===== src/rtl/hex_scan_display_pkg.sv =====
// Shared constants for the multiplexed hex display:
// PicoBlaze port map, control bits and segment glyphs.
package hex_scan_display_pkg;

    localparam logic [7:0] PORT_LO_DEF   = 8'h02;
    localparam logic [7:0] PORT_HI_DEF   = 8'h03;
    localparam logic [7:0] PORT_CTRL_DEF = 8'h06;

    localparam int CTRL_BLANK = 0;
    localparam int CTRL_LZ    = 1;

    localparam logic [6:0] SEG_OFF = 7'b1111111;

    // Active-low glyphs, bit 6 = segment a ... bit 0 = segment g.
    localparam logic [15:0][6:0] SEG_LUT = {
        7'b0111000, // F
        7'b0110000, // E
        7'b1000010, // d
        7'b0110001, // C
        7'b1100000, // b
        7'b0001000, // A
        7'b0000100, // 9
        7'b0000000, // 8
        7'b0001111, // 7
        7'b0100000, // 6
        7'b0100100, // 5
        7'b1001100, // 4
        7'b0000110, // 3
        7'b0010010, // 2
        7'b1001111, // 1
        7'b0000001  // 0
    };

endpackage


===== src/rtl/hex_scan_display_decode.sv =====
// Nibble to active-low 7-segment pattern, seg[0] = a.
module hex7seg_decode
    import hex_scan_display_pkg::*;
(
    input  logic [3:0] nib,
    output logic [0:6] seg
);

    assign seg = SEG_LUT[nib];

endmodule


===== src/rtl/hex_scan_display.sv =====
// Four-digit multiplexed hex display behind PicoBlaze output ports,
// with atomic 16-bit commit, blanking and leading-zero suppression.
module hex_scan_display
    import hex_scan_display_pkg::*;
#(
    parameter int         SCAN_DIV  = 100000,
    parameter int         BLANK_CYC = 16,
    parameter logic [7:0] PORT_LO   = PORT_LO_DEF,
    parameter logic [7:0] PORT_HI   = PORT_HI_DEF,
    parameter logic [7:0] PORT_CTRL = PORT_CTRL_DEF
) (
    input  logic       clk,
    input  logic       rst,
    input  logic [7:0] port_id,
    input  logic       write_strobe,
    input  logic [7:0] out_port,
    output logic [0:6] seg,
    output logic [3:0] an,
    output logic       busy_commit
);

    localparam int CW = $clog2(SCAN_DIV);

    logic [7:0]    shadow_lo;
    logic [15:0]   disp;
    logic [1:0]    ctrl;
    logic [CW-1:0] cnt;
    logic [1:0]    idx;

    logic          hit_lo;
    logic          hit_hi;
    logic          hit_ctrl;
    logic          slot_end;
    logic          in_blank;
    logic [3:0]    nib;
    logic [0:6]    glyph;
    logic          suppress;
    logic [3:0]    an_next;
    logic [0:6]    seg_next;

    assign hit_lo   = write_strobe && (port_id == PORT_LO);
    assign hit_hi   = write_strobe && (port_id == PORT_HI);
    assign hit_ctrl = write_strobe && (port_id == PORT_CTRL);

    assign slot_end = (cnt == CW'(SCAN_DIV - 1));
    assign in_blank = (cnt < CW'(BLANK_CYC));

    always_comb begin
        nib = disp[3:0];
        unique case (idx)
            2'd0: nib = disp[3:0];
            2'd1: nib = disp[7:4];
            2'd2: nib = disp[11:8];
            2'd3: nib = disp[15:12];
            default: nib = disp[3:0];
        endcase
    end

    hex7seg_decode u_dec (
        .nib (nib),
        .seg (glyph)
    );

    // A digit goes dark when it and every digit left of it are zero.
    always_comb begin
        suppress = 1'b0;
        if (ctrl[CTRL_LZ]) begin
            unique case (idx)
                2'd3: suppress = (disp[15:12] == 4'h0);
                2'd2: suppress = (disp[15:8] == 8'h00);
                2'd1: suppress = (disp[15:4] == 12'h000);
                default: suppress = 1'b0;
            endcase
        end
    end

    always_comb begin
        an_next  = 4'b1111;
        seg_next = glyph;
        if (ctrl[CTRL_BLANK]) begin
            seg_next = SEG_OFF;
        end else begin
            if (!in_blank) begin
                an_next[idx] = 1'b0;
            end
            if (suppress) begin
                seg_next = SEG_OFF;
            end
        end
    end

    always_ff @(posedge clk or negedge rst) begin
        if (!rst) begin
            shadow_lo   <= 8'h00;
            disp        <= 16'h0000;
            ctrl        <= 2'b00;
            cnt         <= '0;
            idx         <= 2'd0;
            busy_commit <= 1'b0;
            an          <= 4'b1111;
            seg         <= SEG_OFF;
        end else begin
            busy_commit <= hit_hi;
            unique case (1'b1)
                hit_lo:   shadow_lo <= out_port;
                hit_hi:   disp      <= {out_port, shadow_lo};
                hit_ctrl: ctrl      <= out_port[1:0];
                default:  ;
            endcase
            if (slot_end) begin
                cnt <= '0;
                idx <= idx + 2'd1;
            end else begin
                cnt <= cnt + CW'(1);
            end
            an  <= an_next;
            seg <= seg_next;
        end
    end

endmodule


===== config.mk =====
export PLATFORM = sky130hd
export DESIGN_NAME = hex_scan_display
export DESIGN_NICKNAME = d
export VERILOG_FILES = /design/src/rtl/hex_scan_display_pkg.sv /design/src/rtl/hex_scan_display_decode.sv /design/src/rtl/hex_scan_display.sv
export SDC_FILE = /design/constraint.sdc
export NUM_CORES = 1
export LEC_CHECK = 0
export CAP_MARGIN = 25
export CORE_ASPECT_RATIO = 0.6
export CORE_MARGIN = 3
export CORE_UTILIZATION = 55
export DETAILED_ROUTE_END_ITERATION = 16
export MAX_ROUTING_LAYER = met4
export PLACE_DENSITY = 0.78
export SETUP_SLACK_MARGIN = 0.1
export SYNTH_ARGS = -nofsm -noshare
export SYNTH_HDL_FRONTEND = slang
export SYNTH_SLANG_ARGS = --single-unit

===== constraint.sdc =====
create_clock -name clk -period 2.57 [get_ports clk]
set_input_delay 0.257 -clock clk [delete_from_list [all_inputs] [get_ports clk]]
set_output_delay 0.257 -clock clk [all_outputs]
set_load 0.01 [all_outputs]

==> impl_metrics.csv <==
group,metric,value,unit
cells_and_area,syn_to_final_growth,26.1,%
worst_setup_path,worstPathMaxFanout,6,
power_and_ir_drop,vdd_drop_max,0.000342,V
timing,slew_headroom,0.655,
global_route,grt_max_degree,31,
synthesis,ys_seq_area_frac,0.523,
synthesis,synth_most_common_cell,"dfrtp_1",
clocking,root_buffer,"clkbuf_8",
synthesis,syn_inst,226,
worst_setup_path,cp.required,2810,ps
clocking,cts_tree,"done",
worst_setup_path,cp-start-kind,"flip-flop",
hold_path,hold_class,"input port to asynchronous set/reset pin",
global_route,grt_overflow,0,
timing,final-setup-viol-count,0,
cells_and_area,seq_area,0.00144,mm2
synthesis,synth_common_cells,"dfrtp_1, mux2_2, nand2_1",
placed_design,place_hpwl,4040,um
power_and_ir_drop,p_per_area,569,mW/mm2
clocking,cts_buffers,9,
worst_setup_path,endpoint_kind,"flip-flop",
clocking,clock_latency,340,ps
worst_setup_path,cp_slowest_stage_delay,400,ps
timing,holdWs,290,ps
synthesis,syn_avg_cell_area,12.2,um2
synthesis,netlist_area,0.00275,mm2
synthesis,synth_top_area_cell,"dfrtp_1",
worst_setup_path,ff2ff_setup_slack,220,ps
global_route,antenna_found_initial,0,
floorplanning,floorplan.rows,19,
clocking,cts_sinks,57,
timing,fin_setup_tns,0,ps
route,postRouteAntennaNets,0,
status,outcome,"finished, final reports clean",
run,cap_violations,0,
route,wl_per_cell,16.3,um
global_route,grt_pass1_vias,1808,
clocking,htree_levels,3,
placed_design,place_area,0.00317,mm2
floorplanning,die_h,60.8,um
route,wirelength,5620,um
synthesis,synthTopCellsByArea,"dfrtp_1, mux2_2, dfstp_2",
route,dr.pass1.iters,7,
synthesis,synth_edf_count,0,
synthesis,synth_top_cell_area_share,0.418,
cells_and_area,multi_input_area,0.00129,mm2
route,dr.first_iter.drc_count,180,
route,route.detailed.drc,0,
placed_design,place.gp.congestion,0.888,
global_route,grt_pass1_wl,9030,um
route,viasPerCell,5.85,
worst_setup_path,worstSetupPathType,"flip-flop to flip-flop",
cells_and_area,final_area,0.00347,mm2
floorplanning,start_util,0.585,
timing,worst_slew_pin_slew,518,ps
worst_setup_path,worst-path-buf-inv,2,
global_route,track_usage,0.211,
cells_and_area,nets,308,
synthesis,ys_types,45,
clocking,clk_pin_slew,70,ps
synthesis,synthArstFlopShare,1.00,
timing,fmax,0.426,GHz
power_and_ir_drop,leakage,1.58,nW
timing,hold_viol_final,0,
timing,skew,6.94,ps
worst_setup_path,cp_top_family,"compound AO/OA/AOI/OAI gates",
clocking,clk_path_buf_depth,2,
synthesis,synth_top_flop_cell,"dfrtp_1",
floorplanning,die_width,97.3,um
floorplanning,die-area,0.00591,mm2
route,vias,2019,
cells_and_area,fillers,324,
timing,min_period,2350,ps
worst_setup_path,critPathSlowestCell,"dfrtp_1",
synthesis,ys_ff_latch,57,
worst_setup_path,crit_chain,"buf_4 > ha_4 > a222oi_1 > a21oi_2 > inv_1 > ha_4 > mux2_2 > o22ai_1 > o21a_1 > o21ai_1",
worst_setup_path,worstReg2RegEnd,"seg[3]",
worst_setup_path,cp_data_arrival_time,2590,ps
synthesis,ys_warn_count,0,
timing,min_period_over_period,0.913,
worst_setup_path,r2r.worst_path.cells,10,
floorplanning,ios,31,
placed_design,port_buffers,30,
cells_and_area,num_antenna_cells,0,
timing,rsz0062_at_grt,"false",
timing,slew_viol_final,0,
synthesis,syn_nets,257,
floorplanning,core,0.00471,mm2
cells_and_area,final_layout_size_suffix_gt1_frac,0.273,
worst_setup_path,r2r-start,"idx[0]",
worst_setup_path,path_common_cell,"ha_4",
registers in the layout (all words and copies together), names as in the netlist:
signal       cells
busy_commit      1
an               4
cnt             17
seg              7
disp            16
idx              2
shadow_lo        8
ctrl             2
per-stage QoR:
stage | setup WS, ps | cells | total power (W) | util
floorplan | 289 | 226 | 0.000977 | -
global placement | 219 | 325 | 0.00104 | 0.674
detailed placement | 134 | 325 | 0.00105 | 0.674
CTS | 106 | 342 | 0.00201 | 0.725
global route | 101 | 345 | 0.00206 | 0.737
finish | 223 | 345 | 0.00198 | 0.737
cell usage in the layout (no fill, tap or decap), types with 3 or more instances in the layout:
cell             netlist  final
nand3_1                8      8
buf_4                  0     13
nor2b_1                4      4
nor4_1                 4      4
and4_1                 3      3
nor2_1                11     11
nand2_1               13     13
a211oi_1               3      3
clkbuf_8               0     11
xnor2_1               10     10
clkdlybuf4s50_1        0     29
and3_1                 4      4
nand4_1                3      3
dfstp_2               11     11
inv_1                  7      6
a21oi_1                7      6
mux2_2                28     28
o221ai_1               3      3
ha_1                  12      8
mux2i_1                5      5
xor2_1                 4      4
a222oi_1               3      3
dfrtp_1               46     46
worst max path at each step:
stage,depth (start not counted),slack (ps),start,end
after CTS,10,110,idx[1],seg[3]
after detailed placement,10,130,idx[1],seg[3]
after global routing,10,100,idx[0],seg[3]
after global placement,10,220,idx[1],seg[3]
final,10,220,idx[0],seg[3]
after floorplan,10,290,idx[0],seg[3]
timing repair:
action                                  CTS  global route
resized for setup                         0             7
endpoints found under the setup margin    0             1
hold buffers                              1             0
setup buffers                             0             3
endpoints found under the hold margin     6             0
cell families (layout without fill, tap and decap cells):
group           Yosys count  count (layout)  synth area share
compound gates           36              36            0.0964
xor+xnor                 14              14            0.0446
fa+ha+maj                12              12            0.0546
buf+inv                  11              67            0.0191
flops                    57              57             0.523
mux                      33              33             0.133
simple gates             63              63             0.129
worst reg2reg max path, cell delays in order (launching register included):
cell      delay [ps]
dfrtp_1          400
buf_4            150
ha_4             180
a222oi_1         380
a21oi_2          110
inv_1            170
ha_4             240
mux2_2           260
o22ai_1          110
o21a_1           170
o21ai_1           80
final cells by class:
type / instances / share of cell area
Sequential cell: 57 / 0.415
Multi-Input combinational cell: 158 / 0.373
Timing Repair Buffer: 44 / 0.116
Clock buffer: 11 / 0.0436
Tap cell: 63 / 0.0227
Clock inverter: 5 / 0.0224
Inverter: 7 / 0.00757
power by group:
| part | switching, W | internal (W) | leakage, nW |
|---|---|---|---|
| clock network | 0.000349 | 0.000594 | 0.115 |
| logic | 0.0000414 | 0.0000551 | 0.722 |
| registers | 0.0000134 | 0.000923 | 0.739 |
layer usage:
metal,part of all wire,global-route usage
met1,0.49,0.290
met2,0.42,0.276
met3,0.075,0.0884
met4,0.013,0.0789
met5,0,-
Power figures use the tool's default switching activity.
